--- src/rtl/pc_seq_ctrl_if.sv ---
// Signal bundle between the PC sequencer and its surroundings: Run/Continue
// switches, IR/NZP, the execute-controller handshake and the datapath strobes.
interface pc_seq_ctrl_if;
    logic        Run;
    logic        Continue;
    logic [15:0] IR;
    logic [2:0]  NZP;
    logic        Exec_done;
    logic        Exec_req;
    logic        LD_MAR;
    logic        LD_MDR;
    logic        LD_IR;
    logic        LD_PC;
    logic        LD_REG;
    logic [1:0]  PCMUX;
    logic        ADDR1MUX;
    logic [1:0]  ADDR2MUX;
    logic        SR1MUX;
    logic        DRMUX;
    logic        GatePC;
    logic        GateMDR;
    logic        Mem_OE;
    logic        Halted;

    // Environment side: drives switches, IR/NZP and Exec_done.
    modport master (
        output Run, Continue, IR, NZP, Exec_done,
        input  Exec_req, LD_MAR, LD_MDR, LD_IR, LD_PC, LD_REG, PCMUX, ADDR1MUX,
               ADDR2MUX, SR1MUX, DRMUX, GatePC, GateMDR, Mem_OE, Halted
    );

    // Sequencer side.
    modport slave (
        input  Run, Continue, IR, NZP, Exec_done,
        output Exec_req, LD_MAR, LD_MDR, LD_IR, LD_PC, LD_REG, PCMUX, ADDR1MUX,
               ADDR2MUX, SR1MUX, DRMUX, GatePC, GateMDR, Mem_OE, Halted
    );
endinterface

--- src/rtl/pc_seq_ctrl.sv ---
// SLC-3 program-counter sequencer: fetch cycle, local BR/JMP/JSR/PAUSE
// resolution, and delegation of all other opcodes to the execute controller.
module pc_seq_ctrl #(
    parameter int unsigned MEM_WAIT = 2
) (
    input  logic              Clk,
    input  logic              Reset_al,
    pc_seq_ctrl_if.slave      bus,
    output logic [3:0]        dbg_state_o
);

    typedef enum logic [3:0] {
        S_HALTED    = 4'd0,
        S_FETCH1    = 4'd1,
        S_FETCH2    = 4'd2,
        S_FETCH3    = 4'd3,
        S_DECODE    = 4'd4,
        S_BR0       = 4'd5,
        S_BR1       = 4'd6,
        S_JMP0      = 4'd7,
        S_JSR0      = 4'd8,
        S_JSR1      = 4'd9,
        S_PAUSE     = 4'd10,
        S_PAUSE_REL = 4'd11,
        S_EXEC      = 4'd12
    } state_e;

    localparam logic [3:0] WAIT_LAST = 4'(MEM_WAIT - 1);

    state_e     state_q, state_d;
    logic [3:0] cnt_q, cnt_d;
    logic       ben_q, ben_d;
    logic       jsr_off_q, jsr_off_d;

    assign dbg_state_o = state_q;

    always_ff @(posedge Clk or negedge Reset_al) begin
        if (!Reset_al) begin
            state_q   <= S_HALTED;
            cnt_q     <= 4'd0;
            ben_q     <= 1'b0;
            jsr_off_q <= 1'b0;
        end else begin
            state_q   <= state_d;
            cnt_q     <= cnt_d;
            ben_q     <= ben_d;
            jsr_off_q <= jsr_off_d;
        end
    end

    // Exec handshake: Exec_req is held high for the whole EXEC state; the
    // first clock edge that samples Exec_done=1 ends it, so Exec_req drops in
    // the following cycle. Exec_done is not looked at in any other state.
    always_comb begin
        state_d       = state_q;
        cnt_d         = cnt_q;
        ben_d         = ben_q;
        jsr_off_d     = jsr_off_q;
        bus.Exec_req  = 1'b0;
        bus.LD_MAR    = 1'b0;
        bus.LD_MDR    = 1'b0;
        bus.LD_IR     = 1'b0;
        bus.LD_PC     = 1'b0;
        bus.LD_REG    = 1'b0;
        bus.PCMUX     = 2'b00;
        bus.ADDR1MUX  = 1'b0;
        bus.ADDR2MUX  = 2'b00;
        bus.SR1MUX    = 1'b0;
        bus.DRMUX     = 1'b0;
        bus.GatePC    = 1'b0;
        bus.GateMDR   = 1'b0;
        bus.Mem_OE    = 1'b0;
        bus.Halted    = 1'b0;

        case (state_q)
            S_HALTED: begin
                bus.Halted = 1'b1;
                if (bus.Run) state_d = S_FETCH1;
            end
            S_FETCH1: begin
                bus.GatePC = 1'b1;
                bus.LD_MAR = 1'b1;
                bus.LD_PC  = 1'b1;
                bus.PCMUX  = 2'b10;
                cnt_d      = 4'd0;
                state_d    = S_FETCH2;
            end
            S_FETCH2: begin
                bus.Mem_OE = 1'b1;
                cnt_d      = cnt_q + 4'd1;
                if (cnt_q == WAIT_LAST) begin
                    bus.LD_MDR = 1'b1;
                    state_d    = S_FETCH3;
                end
            end
            S_FETCH3: begin
                bus.GateMDR = 1'b1;
                bus.LD_IR   = 1'b1;
                state_d     = S_DECODE;
            end
            S_DECODE: begin
                // IR[11] is latched so JSR1 muxing stays a pure state decode.
                ben_d     = |(bus.IR[11:9] & bus.NZP);
                jsr_off_d = bus.IR[11];
                case (bus.IR[15:12])
                    4'b0000: state_d = S_BR0;
                    4'b1100: state_d = S_JMP0;
                    4'b0100: state_d = S_JSR0;
                    4'b1101: state_d = S_PAUSE;
                    default: state_d = S_EXEC;
                endcase
            end
            S_BR0: begin
                state_d = ben_q ? S_BR1 : S_FETCH1;
            end
            S_BR1: begin
                bus.LD_PC    = 1'b1;
                bus.PCMUX    = 2'b01;
                bus.ADDR2MUX = 2'b10;
                state_d      = S_FETCH1;
            end
            S_JMP0: begin
                bus.LD_PC    = 1'b1;
                bus.PCMUX    = 2'b01;
                bus.ADDR1MUX = 1'b1;
                bus.SR1MUX   = 1'b1;
                state_d      = S_FETCH1;
            end
            S_JSR0: begin
                bus.GatePC = 1'b1;
                bus.LD_REG = 1'b1;
                bus.DRMUX  = 1'b1;
                state_d    = S_JSR1;
            end
            S_JSR1: begin
                bus.LD_PC = 1'b1;
                bus.PCMUX = 2'b01;
                if (jsr_off_q) begin
                    bus.ADDR2MUX = 2'b11;
                end else begin
                    bus.ADDR1MUX = 1'b1;
                    bus.SR1MUX   = 1'b1;
                end
                state_d = S_FETCH1;
            end
            S_PAUSE: begin
                if (bus.Continue) state_d = S_PAUSE_REL;
            end
            S_PAUSE_REL: begin
                // Wait for release so a held switch runs exactly one PAUSE.
                if (!bus.Continue) state_d = S_FETCH1;
            end
            S_EXEC: begin
                bus.Exec_req = 1'b1;
                if (bus.Exec_done) state_d = S_FETCH1;
            end
            default: begin
                state_d = S_HALTED;
            end
        endcase
    end

endmodule

--- src/flat_wrapper.sv ---
// flat-port wrapper written by rule: the top's interface ports become plain ports
module pc_seq_ctrl_flat 
#(
    parameter int unsigned MEM_WAIT = 2
)
  (Clk, Reset_al, dbg_state_o, bus_Run, bus_Continue, bus_IR, bus_NZP, bus_Exec_done, bus_Exec_req, bus_LD_MAR, bus_LD_MDR, bus_LD_IR, bus_LD_PC, bus_LD_REG, bus_PCMUX, bus_ADDR1MUX, bus_ADDR2MUX, bus_SR1MUX, bus_DRMUX, bus_GatePC, bus_GateMDR, bus_Mem_OE, bus_Halted);
  pc_seq_ctrl_if bus_i ();
  input  logic Clk;
  input  logic Reset_al;
  output logic [3:0] dbg_state_o;
  input wire logic [$bits(bus_i.Run)-1:0] bus_Run;
  input wire logic [$bits(bus_i.Continue)-1:0] bus_Continue;
  input wire logic [$bits(bus_i.IR)-1:0] bus_IR;
  input wire logic [$bits(bus_i.NZP)-1:0] bus_NZP;
  input wire logic [$bits(bus_i.Exec_done)-1:0] bus_Exec_done;
  output wire logic [$bits(bus_i.Exec_req)-1:0] bus_Exec_req;
  output wire logic [$bits(bus_i.LD_MAR)-1:0] bus_LD_MAR;
  output wire logic [$bits(bus_i.LD_MDR)-1:0] bus_LD_MDR;
  output wire logic [$bits(bus_i.LD_IR)-1:0] bus_LD_IR;
  output wire logic [$bits(bus_i.LD_PC)-1:0] bus_LD_PC;
  output wire logic [$bits(bus_i.LD_REG)-1:0] bus_LD_REG;
  output wire logic [$bits(bus_i.PCMUX)-1:0] bus_PCMUX;
  output wire logic [$bits(bus_i.ADDR1MUX)-1:0] bus_ADDR1MUX;
  output wire logic [$bits(bus_i.ADDR2MUX)-1:0] bus_ADDR2MUX;
  output wire logic [$bits(bus_i.SR1MUX)-1:0] bus_SR1MUX;
  output wire logic [$bits(bus_i.DRMUX)-1:0] bus_DRMUX;
  output wire logic [$bits(bus_i.GatePC)-1:0] bus_GatePC;
  output wire logic [$bits(bus_i.GateMDR)-1:0] bus_GateMDR;
  output wire logic [$bits(bus_i.Mem_OE)-1:0] bus_Mem_OE;
  output wire logic [$bits(bus_i.Halted)-1:0] bus_Halted;
  assign bus_i.Run = bus_Run;
  assign bus_i.Continue = bus_Continue;
  assign bus_i.IR = bus_IR;
  assign bus_i.NZP = bus_NZP;
  assign bus_i.Exec_done = bus_Exec_done;
  assign bus_Exec_req = bus_i.Exec_req;
  assign bus_LD_MAR = bus_i.LD_MAR;
  assign bus_LD_MDR = bus_i.LD_MDR;
  assign bus_LD_IR = bus_i.LD_IR;
  assign bus_LD_PC = bus_i.LD_PC;
  assign bus_LD_REG = bus_i.LD_REG;
  assign bus_PCMUX = bus_i.PCMUX;
  assign bus_ADDR1MUX = bus_i.ADDR1MUX;
  assign bus_ADDR2MUX = bus_i.ADDR2MUX;
  assign bus_SR1MUX = bus_i.SR1MUX;
  assign bus_DRMUX = bus_i.DRMUX;
  assign bus_GatePC = bus_i.GatePC;
  assign bus_GateMDR = bus_i.GateMDR;
  assign bus_Mem_OE = bus_i.Mem_OE;
  assign bus_Halted = bus_i.Halted;
  pc_seq_ctrl #(.MEM_WAIT(MEM_WAIT)) u_core (.Clk(Clk), .Reset_al(Reset_al), .bus(bus_i), .dbg_state_o(dbg_state_o));
endmodule
--- config.mk ---
export PLATFORM = sky130hd
export DESIGN_NAME = pc_seq_ctrl_flat
export DESIGN_NICKNAME = d
export VERILOG_FILES = /design/src/rtl/pc_seq_ctrl_if.sv /design/src/rtl/pc_seq_ctrl.sv /design/src/flat_wrapper.sv
export SDC_FILE = /design/constraint.sdc
export NUM_CORES = 1
export LEC_CHECK = 0
export CAP_MARGIN = 10
export CORE_MARGIN = 3
export CORE_UTILIZATION = 30
export DETAILED_ROUTE_END_ITERATION = 8
export PLACE_DENSITY = 0.71
export REMOVE_ABC_BUFFERS = 1
export SKIP_LAST_GASP = 1
export SYNTH_ARGS = -nofsm -noshare
export SYNTH_HDL_FRONTEND = slang
export SYNTH_SLANG_ARGS = --single-unit
export TNS_END_PERCENT = 1
--- constraint.sdc ---
create_clock -name Clk -period 2.7 [get_ports Clk]
set_input_delay 0.54 -clock Clk [delete_from_list [all_inputs] [get_ports Clk]]
set_output_delay 0.54 -clock Clk [all_outputs]
set_load 0.05 [all_outputs]
==> results of run 1 <==
==> layout make-up <==
type                       instances  area share [%]
clock buffer                       4            2.95
sequential                        10            20.3
timing repair buffer              39            31.5
multi-input combinational         79            40.3
inverter                           6            1.83
tap                               30            3.05
==> sequential cells by signal, summed over array words and instances (netlist names) <==
name	cells
u_core.ben_q	1
u_core.cnt_q	4
u_core.dbg_state_o	4
u_core.jsr_off_q	1
==> worst max-delay path: cells and delay by family, from the launching register on <==
family | cells | cell delay, ns
buffers and inverters | 1 | 0.18
AND/OR/NAND/NOR | 3 | 1.07
flip-flops | 1 | 0.47
==> metal layers <==
metal | wire (microns) | up-vias | GRT usage (%)
met1 | 1070 | 402 | 19.1
met4 | 27 | 0 | 6.80
met5 | 0 | - | 0
li1 | - | 438 | -
met3 | 63 | 2 | 2.41
met2 | 1170 | 14 | 24.4
==> cells by family after synthesis <==
logic type,synth area share (%)
buffers and inverters,10.2
adder cells (fa/ha/maj),3.01
XOR/XNOR,3.16
flip-flops,30.1
AO/OA/AOI/OAI,22.7
AND/OR/NAND/NOR,30.8
==> power by group through the flow <==
stage	sequential (mW)	clock (mW)	combinational [mW]
floorplan	0.385	0	0.604
global placement	0.279	0	1.08
detailed placement	0.283	0	1.09
CTS	0.281	0.145	1.09
global route	0.293	0.152	1.16
finish	0.281	0.140	1.09
==> worst max-delay path by stage <==
stage | start | end | slack, ns
after floorplan | u_core.dbg_state_o[2]$_DFFE_PN0P_ | bus_ADDR1MUX | -1.33
after global placement | u_core.dbg_state_o[3]$_DFFE_PN0P_ | bus_LD_MDR | 0.48
after detailed placement | u_core.dbg_state_o[3]$_DFFE_PN0P_ | bus_LD_MDR | 0.47
after CTS | u_core.dbg_state_o[3]$_DFFE_PN0P_ | bus_LD_MDR | 0.16
after global routing | u_core.dbg_state_o[3]$_DFFE_PN0P_ | bus_LD_MDR | 0.05
final | u_core.dbg_state_o[3]$_DFFE_PN0P_ | bus_LD_MDR | 0.17
==> per-stage QoR <==
step                setup WS, ns  TNS, ns
floorplan                  -1.33    -4.42
global placement           0.476        0
detailed placement         0.465        0
CTS                        0.161        0
global route              0.0496        0
finish                     0.166        0
==> cell usage in the layout, fill, tap and decap left out, types with 3 or more instances in the layout <==
master           synthesis  final
nand3_1                  4      4
o21ai_0                  9      9
nand2b_1                 5      5
clkdlybuf4s50_1          0     18
a21oi_1                  6      6
nor3_1                   4      4
nand2_1                  6      6
buf_12                   0      4
inv_1                    6      6
o31a_1                   3      3
or2_1                    3      3
nor2_1                  10     10
clkbuf_4                 0      3
buf_4                    3     17
dfrtp_1                 10     10
==> results.sh, run 1 <==
export IMPL_area_delta_synth_final_pct=48.0
export IMPL_grt_pass1_vias=821
export IMPL_switchingPower_mw=0.824
export IMPL_critPathMaxStageDelay_ns=0.47
export IMPL_cp_arrival_ns=1.99
export IMPL_path_class="reg2out"
export IMPL_p_leak_nw=0.523
export IMPL_skew_ns=0.00331
export IMPL_drv_slew=0
export IMPL_cts_tree="built"
export IMPL_p_clk_share_pct=9.3
export IMPL_grt_usage_pct=14.9
export IMPL_crit_path_end_kind="output port"
export IMPL_path_cells="or2_1, or2_1, nor4b_2, buf_12"
export IMPL_post_route_util_pct=48.0
export IMPL_r2r_slack_ns=1.24
export IMPL_layoutNonFillerInstCount=168
export IMPL_drt_wl_total_microns=2330
export IMPL_maxSlewHeadroom_pct=65.6
export IMPL_hold_slack_ns=0.565
export IMPL_multi_input_area_sq_um=497
export IMPL_clock_fmax_mhz=395
export IMPL_synth_commonest_cells="dfrtp_1, nor2_1, o21ai_0"
export IMPL_p_comb_share_pct=72.0
export IMPL_clk_pin_slew_ns=0.08
export IMPL_insertion_delay_ns=0.27
export IMPL_synth_edf_count=0
export IMPL_n_antenna_cell=0
export IMPL_io_pins=45
export IMPL_routedWlPerCell_microns=13.9
export IMPL_nNetsFinal=165
export IMPL_rr_worst_depth=4
export IMPL_htree_levels=1
export IMPL_start_util_pct=32.4
export IMPL_ir_drop_uv=735
export IMPL_synth_avg_cell_area_sq_um=8.00
export IMPL_hold_violations=0
export IMPL_viasPerCell=5.10
export IMPL_crit_fanout=11
export IMPL_ctsRootBufferMaster="clkbuf_4"
export IMPL_drt_pass1_iter_count=4
export IMPL_globalplace_congestion=0.884
export IMPL_cpMaxStageDelayCell="dfrtp_1"
export IMPL_seqPwrFrac_pct=18.7
export IMPL_rsz0062_at_grt="no"
export IMPL_finalCritPeriodShare_pct=93.9
export IMPL_reg2reg_from="u_core.dbg_state_o[3]$_DFFE_PN0P_"
export IMPL_p_per_area_nw_per_um2=1220
export IMPL_postLayoutCellArea_sq_um=1230
export IMPL_antenna_found_initial=0
export IMPL_total_power_mw=1.51
export IMPL_fp_coreArea_sq_um=2570
export IMPL_drcViolationCount=0
export IMPL_netlist_top_cells_area="dfrtp_1, o21ai_0, nor2_1"
export IMPL_seq_area_sq_um=250
export IMPL_clkSinkCount=10
export IMPL_min_path_cells=2
export IMPL_final_antenna_net_count=0
export IMPL_cpMostUsedCell="or2_1"
export IMPL_async_flop_share_pct=100
export IMPL_port_buffers=35
export IMPL_fp_row_count=18
export IMPL_grt_max_degree=19
export IMPL_die_x_microns=58.7
export IMPL_dieHeight_microns=58.7
export IMPL_period_needed_ns=2.53
export IMPL_hold_start="u_core.cnt_q[1]$_DFFE_PN0P_"
export IMPL_clk_path_buf_depth=2
export IMPL_post_cts_buffers=0
export IMPL_tightest_slew_ns=0.514
export IMPL_yosys_register_bits=10
export IMPL_hpwl_microns=1850
export IMPL_via_count=856
export IMPL_r2r_end="u_core.cnt_q[3]$_DFFE_PN0P_"
export IMPL_yosysTopAreaCell="dfrtp_1"
export IMPL_post_cts_resized=0
export IMPL_drive_gt1_share_pct=21.0
export IMPL_ys_seq_area_share_pct=30.1
export IMPL_grt_pass1_wl_microns=3860
export IMPL_yosysWarnings=0
export IMPL_status="complete, no violations"
export IMPL_min_path_type="reg2reg"
export IMPL_swShare_pct=54.6
export IMPL_cap_violations=0
export IMPL_dominantRegCellSynth="dfrtp_1"
export IMPL_placed_area_sq_um=1190
export IMPL_required_ns=2.16
export IMPL_cts_hold_buffers_added=0
export IMPL_grt_overflow_total=0
export IMPL_holdPathEnd="u_core.cnt_q[1]$_DFFE_PN0P_"
export IMPL_die_area_sq_um=3440
export IMPL_p_int_mw=0.684
export IMPL_syn_inst=104
export IMPL_dp_cells=164
export IMPL_numCtsBuffers=3
export IMPL_fillers=249
export IMPL_drt_iter0_drc=20
export IMPL_synth_top_area_share_pct=30.1
export IMPL_synth_distinct_cells=36
export IMPL_synth_cell_area_sq_um=832
export IMPL_critPathLaunchType="flop"
export IMPL_setup_violations_final=0
(Power assumes the default switching activity.)
==> run 2: changes to the inputs <==
--- a/config.mk
+++ b/config.mk
@@ -9,8 +9,8 @@
 export CORE_MARGIN = 3
 export CORE_UTILIZATION = 30
 export DETAILED_ROUTE_END_ITERATION = 8
+export GPL_TIMING_DRIVEN = 0
 export PLACE_DENSITY = 0.71
-export REMOVE_ABC_BUFFERS = 1
 export SKIP_LAST_GASP = 1
 export SYNTH_ARGS = -nofsm -noshare
 export SYNTH_HDL_FRONTEND = slang
==> run 2 against run 1 <==
The flow now finishes with violations (negative setup slack); final cell count rose by 3.0%; combinational power is essentially flat; worst setup slack worse by 0.34 ns; critical path depth is the same; core utilization up 1.4 points; routed wire length increased by 6.3%; die area is the same; count of clock-buffer cells in the layout unchanged; register-to-register slack worse by 0.06 ns; clock power rose by 3%; maximum frequency is 12% lower; highest routed layer unchanged.
==> results.sh, run 2 (synthesized netlist as in run 1, its figures left out) <==
export IMPL_layoutNonFillerInstCount=173
export IMPL_routedWlPerCell_microns=14.3
export IMPL_drt_pass1_iter_count=4
export IMPL_die_x_microns=58.7
export IMPL_path_class="reg2out"
export IMPL_final_common_cell="clkdlybuf4s50_1"
export IMPL_setup_violations_final=7
export IMPL_start_util_pct=32.4
export IMPL_skew_ns=0.00337
export IMPL_min_path_type="reg2reg"
export IMPL_viasPerCell=5.28
export IMPL_via_count=914
export IMPL_grt_max_degree=11
export IMPL_fp_coreArea_sq_um=2570
export IMPL_post_route_util_pct=49.3
export IMPL_dp_cells=169
export IMPL_cap_violations=0
export IMPL_grt_pass1_vias=924
export IMPL_path_cells="nand2b_1, or3_1, a21boi_2, clkdlybuf4s50_1"
export IMPL_clock_fmax_mhz=348
export IMPL_drv_slew=0
export IMPL_drt_wl_total_microns=2480
export IMPL_p_per_area_nw_per_um2=1210
export IMPL_drive_gt1_share_pct=11.9
export IMPL_htree_levels=1
export IMPL_grt_pass1_wl_microns=4260
export IMPL_cts_tree="built"
export IMPL_status="finished, violations left"
export IMPL_maxSlewHeadroom_pct=66.0
export IMPL_cp_arrival_ns=2.34
export IMPL_hold_violations=0
export IMPL_fp_row_count=18
export IMPL_fillers=268
export IMPL_insertion_delay_ns=0.27
export IMPL_p_leak_nw=0.522
export IMPL_post_cts_buffers=0
export IMPL_rsz0062_at_grt="yes"
export IMPL_port_buffers=35
export IMPL_cp_buffers_inverters=1
export IMPL_globalplace_congestion=0.825
export IMPL_antenna_found_initial=0
export IMPL_crit_path_end_kind="output port"
export IMPL_layout_common_cells="clkdlybuf4s50_1, nor2_1, dfrtp_1, o21ai_0"
export IMPL_hpwl_microns=1990
export IMPL_ir_drop_uv=726
export IMPL_final_antenna_net_count=0
export IMPL_clkSinkCount=10
export IMPL_numCtsBuffers=3
export IMPL_placed_area_sq_um=1230
export IMPL_critPathLaunchType="flop"
export IMPL_total_power_mw=1.54
export IMPL_drt_iter0_drc=19
export IMPL_postLayoutCellArea_sq_um=1270
export IMPL_required_ns=2.16
export IMPL_n_antenna_cell=0
export IMPL_io_pins=45
export IMPL_grt_overflow_total=0
export IMPL_tns_ns=-0.534
export IMPL_drcViolationCount=0
export IMPL_cpMaxStageDelayCell="clkdlybuf4s50_1"
export IMPL_crit_fanout=7
export IMPL_nNetsFinal=170
export IMPL_critPathMaxStageDelay_ns=0.82
export IMPL_syn_num_nets=130
export IMPL_violations="negative setup slack"
export IMPL_worst_slack_ns=-0.177
export IMPL_grt_usage_pct=16.0
export IMPL_dieHeight_microns=58.7
export IMPL_ctsRootBufferMaster="clkbuf_4"
export IMPL_critPathTopFamily="buffers and inverters"
export IMPL_clk_pin_slew_ns=0.08
export IMPL_clk_path_buf_depth=2
export IMPL_finalCritPeriodShare_pct=107
export IMPL_die_area_sq_um=3440
export IMPL_period_needed_ns=2.88
export IMPL_area_delta_synth_final_pct=52.2
export IMPL_tightest_slew_ns=0.508
==> run 2: cell types whose count changed in the layout (fill, tap and decap cells not counted), moves of 2 or more <==
cell,previous run,this run
buf_12,4,0
buf_4,17,3
buf_6,0,2
clkbuf_1,0,2
clkdlybuf4s50_1,18,33
buf_2,0,2
==> run 2: cell type report <==
| class | count | area (sq um) | share of cell area [%] |
|---|---|---|---|
| Buffer | 9 | 62.6 | 4.94 |
| Multi-Input combinational cell | 79 | 505 | 39.9 |
| Inverter | 6 | 22.5 | 1.78 |
| Sequential cell | 10 | 250 | 19.8 |
| Tap cell | 30 | 37.5 | 2.96 |
| Clock buffer | 4 | 36.3 | 2.87 |
| Timing Repair Buffer | 35 | 352 | 27.8 |
==> run 2: per-stage QoR <==
| step | setup WS [ns] | hold slack, ns |
|---|---|---|
| after floorplan | -0.0205 | 0.244 |
| after detailed placement | 0.0312 | 0.563 |
| after global routing | -0.281 | 0.616 |
| after CTS | -0.208 | 0.580 |
| after global placement | 0.0480 | 0.535 |
| final | -0.177 | 0.578 |
==> run 2: per-layer routing <==
metal | track usage, % | vias up | wire length, microns
li1 | - | 443 | -
met1 | 21.1 | 437 | 1140
met2 | 24.7 | 28 | 1150
met3 | 4.39 | 6 | 138
met4 | 6.15 | 0 | 48
met5 | 0 | - | 0
==> run 2: power breakdown <==
part           internal [mW]  switching, mW
clock                 0.0820         0.0620
sequential             0.211         0.0763
combinational          0.404          0.702
total                  0.697          0.840
==> run 2: worst min-delay path, delay by kind of cell, from the launching register on <==
kind | cells | cell delay, ns
AO/OA/AOI/OAI | 1 | 0.06
flip-flops | 1 | 0.42
AND/OR/NAND/NOR | 1 | 0.06
==> run 2: worst paths after layout <==
check | from | to | slack, ns | cells past startpoint
worst min-delay path | u_core.cnt_q[1]$_DFFE_PN0P_ | u_core.cnt_q[1]$_DFFE_PN0P_ | 0.58 | 2
max in group asynchronous | Reset_al | u_core.cnt_q[2]$_DFFE_PN0P_ | 1.79 | 1
worst max register to register | u_core.dbg_state_o[1]$_DFFE_PN0P_ | u_core.dbg_state_o[1]$_DFFE_PN0P_ | 1.18 | 5
worst max-delay path | u_core.dbg_state_o[2]$_DFFE_PN0P_ | bus_ADDR1MUX | -0.18 | 4
min in group asynchronous | Reset_al | u_core.jsr_off_q$_DFFE_PN0P_ | 0.59 | 1
worst min register to register | u_core.cnt_q[1]$_DFFE_PN0P_ | u_core.cnt_q[1]$_DFFE_PN0P_ | 0.58 | 2
==> run 2: what timing repair did <==
action	in CTS	in global routing
endpoints found under the hold margin	0	0
gates resized for setup	1	1
hold buffers	0	0
setup endpoints to repair	9	16
==> run 3: changes to the inputs <==
--- a/config.mk
+++ b/config.mk
@@ -6,11 +6,13 @@
 export NUM_CORES = 1
 export LEC_CHECK = 0
 export CAP_MARGIN = 10
+export CELL_PAD_IN_SITES_DETAIL_PLACEMENT = 0
+export CELL_PAD_IN_SITES_GLOBAL_PLACEMENT = 2
 export CORE_MARGIN = 3
-export CORE_UTILIZATION = 30
+export CORE_UTILIZATION = 22
 export DETAILED_ROUTE_END_ITERATION = 8
 export GPL_TIMING_DRIVEN = 0
-export PLACE_DENSITY = 0.71
+export PLACE_DENSITY = 0.92
 export SKIP_LAST_GASP = 1
 export SYNTH_ARGS = -nofsm -noshare
 export SYNTH_HDL_FRONTEND = slang
==> run 3 against run 2 <==
The flow still finishes with violations (negative setup slack); sequential power about the same; worst setup slack improved by 0.049 ns; non-clock buffer count is the same; largest cell class unchanged.
==> results.sh, run 3 (synthesized netlist as in run 1, its figures left out) <==
export IMPL_status="finished, violations left"
export IMPL_violations="negative setup slack"
export IMPL_grt_max_degree=11
export IMPL_final_antenna_net_count=0
export IMPL_dieHeight_microns=67.5
export IMPL_skew_ns=0.000802
export IMPL_hold_slack_ns=0.582
export IMPL_grt_overflow_total=0
export IMPL_grt_pass1_wl_microns=3830
export IMPL_grt_pass1_vias=869
export IMPL_routedWlPerCell_microns=12.5
export IMPL_cap_violations=0
export IMPL_crit_fanout=7
export IMPL_drt_pass1_iter_count=4
export IMPL_cp_buffers_inverters=1
export IMPL_ctsRootBufferMaster="clkbuf_8"
export IMPL_fp_coreArea_sq_um=3490
export IMPL_hold_violations=0
export IMPL_tightest_slew_ns=0.519
export IMPL_path_class="reg2out"
export IMPL_rsz0062_at_grt="yes"
export IMPL_viasPerCell=4.66
export IMPL_critPathLaunchType="flop"
export IMPL_cpMaxStageDelayCell="clkdlybuf4s50_1"
export IMPL_finalCritPeriodShare_pct=105
export IMPL_post_cts_buffers=0
export IMPL_drive_gt1_share_pct=11.3
export IMPL_ir_drop_uv=264
export IMPL_nNetsFinal=170
export IMPL_worst_slack_ns=-0.129
export IMPL_period_needed_ns=2.83
export IMPL_crit_path_end_kind="output port"
export IMPL_syn_num_nets=130
export IMPL_clk_path_buf_depth=2
export IMPL_globalplace_congestion=0.768
export IMPL_cp_arrival_ns=2.29
export IMPL_critPathMaxStageDelay_ns=0.82
export IMPL_insertion_delay_ns=0.23
export IMPL_grt_usage_pct=10.6
export IMPL_hpwl_microns=2000
export IMPL_die_x_microns=67.5
export IMPL_final_common_cell="clkdlybuf4s50_1"
export IMPL_htree_levels=1
export IMPL_layout_common_cells="clkdlybuf4s50_1, nor2_1, dfrtp_1, o21ai_0"
export IMPL_p_leak_nw=0.523
export IMPL_numCtsBuffers=3
export IMPL_io_pins=45
export IMPL_required_ns=2.16
export IMPL_drt_iter0_drc=47
export IMPL_total_power_mw=1.54
export IMPL_area_delta_synth_final_pct=55.2
export IMPL_cts_hold_buffers_added=0
export IMPL_drv_slew=0
export IMPL_setup_violations_final=2
export IMPL_cts_tree="built"
export IMPL_start_util_pct=23.8
export IMPL_clkSinkCount=10
export IMPL_clk_pin_slew_ns=0.04
export IMPL_n_antenna_cell=0
export IMPL_path_cells="nand2b_1, or3_1, a21boi_2, clkdlybuf4s50_1"
export IMPL_port_buffers=35
export IMPL_critPathTopFamily="buffers and inverters"
export IMPL_clock_fmax_mhz=354
export IMPL_maxSlewHeadroom_pct=65.3
export IMPL_fp_row_count=21
export IMPL_antenna_found_initial=0
export IMPL_via_count=877
export IMPL_p_per_area_nw_per_um2=1190
export IMPL_min_path_type="reg2reg"
export IMPL_drcViolationCount=0
export IMPL_die_area_sq_um=4560
export IMPL_drt_wl_total_microns=2340
==> run 3: changes by cell type in the layout (fill, tap and decap cells not counted) <==
| cell | change |
|---|---|
| clkbuf_4 | -3 |
| clkbuf_8 | +2 |
==> run 3: worst min-delay path, cell delays in order (launching register included) <==
cell	delay [ns]
dfrtp_1	0.40
nand2_1	0.07
o21ai_0	0.07
==> run 3: power breakdown <==
| group | switching (mW) | leakage (nW) | internal (mW) | total (mW) |
|---|---|---|---|---|
| registers | 0.0744 | 0.126 | 0.212 | 0.286 |
| logic | 0.696 | 0.375 | 0.404 | 1.10 |
| clock network | 0.0518 | 0.0216 | 0.0971 | 0.149 |
| total | 0.823 | 0.523 | 0.713 | 1.54 |
==> run 3: per-stage QoR <==
step	utilization (%)	setup WS, ns	TNS, ns	cells	cell area, sq um
4_1_cts	36.9	-0.208	-0.445	188	1290
6_report	36.9	-0.129	-0.162	188	1290
3_5_place_dp	35.7	0.0164	0	185	1250
2_1_floorplan	-	-0.0205	-0.0217	104	841
3_3_place_gp	35.7	0.0433	0	185	1250
5_1_grt	36.9	-0.243	-0.902	188	1290
==> run 3: routing by layer <==
layer	part of all wire (%)	global-route usage (%)	routed length [microns]	vias to the layer above
met5	0	0	0	-
met4	1.5	3.04	34	0
met3	5.4	1.33	126	4
met2	49	19.6	1140	27
met1	44	12.7	1040	399
li1	-	-	-	447
==> run 3: layout make-up <==
| class | instances | area, sq um |
|---|---|---|
| plain buffers | 9 | 62.6 |
| flip-flops and latches | 10 | 250 |
| fillers | 381 | 2200 |
| well taps | 46 | 57.6 |
| multi-input cells | 79 | 505 |
| repair buffers | 35 | 352 |
| inverters | 6 | 22.5 |
| clock buffers | 3 | 41.3 |
==> run 3: path summary, 6_finish.rpt <==
path | from | to | slack [ns] | cells past startpoint
max | u_core.dbg_state_o[2]$_DFFE_PN0P_ | bus_ADDR1MUX | -0.13 | 4
min | u_core.cnt_q[1]$_DFFE_PN0P_ | u_core.cnt_q[1]$_DFFE_PN0P_ | 0.58 | 2
max reg2reg | u_core.dbg_state_o[1]$_DFFE_PN0P_ | u_core.dbg_state_o[0]$_DFFE_PN0P_ | 1.25 | 5
min reg2reg | u_core.cnt_q[1]$_DFFE_PN0P_ | u_core.cnt_q[1]$_DFFE_PN0P_ | 0.58 | 2
max in group asynchronous | Reset_al | u_core.dbg_state_o[2]$_DFFE_PN0P_ | 1.75 | 1
min in group asynchronous | Reset_al | u_core.cnt_q[0]$_DFFE_PN0P_ | 0.63 | 1
==> run 3: what timing repair did <==
action,CTS,global route
setup endpoints to repair,7,11
gates cloned,0,0
resized for setup,1,1
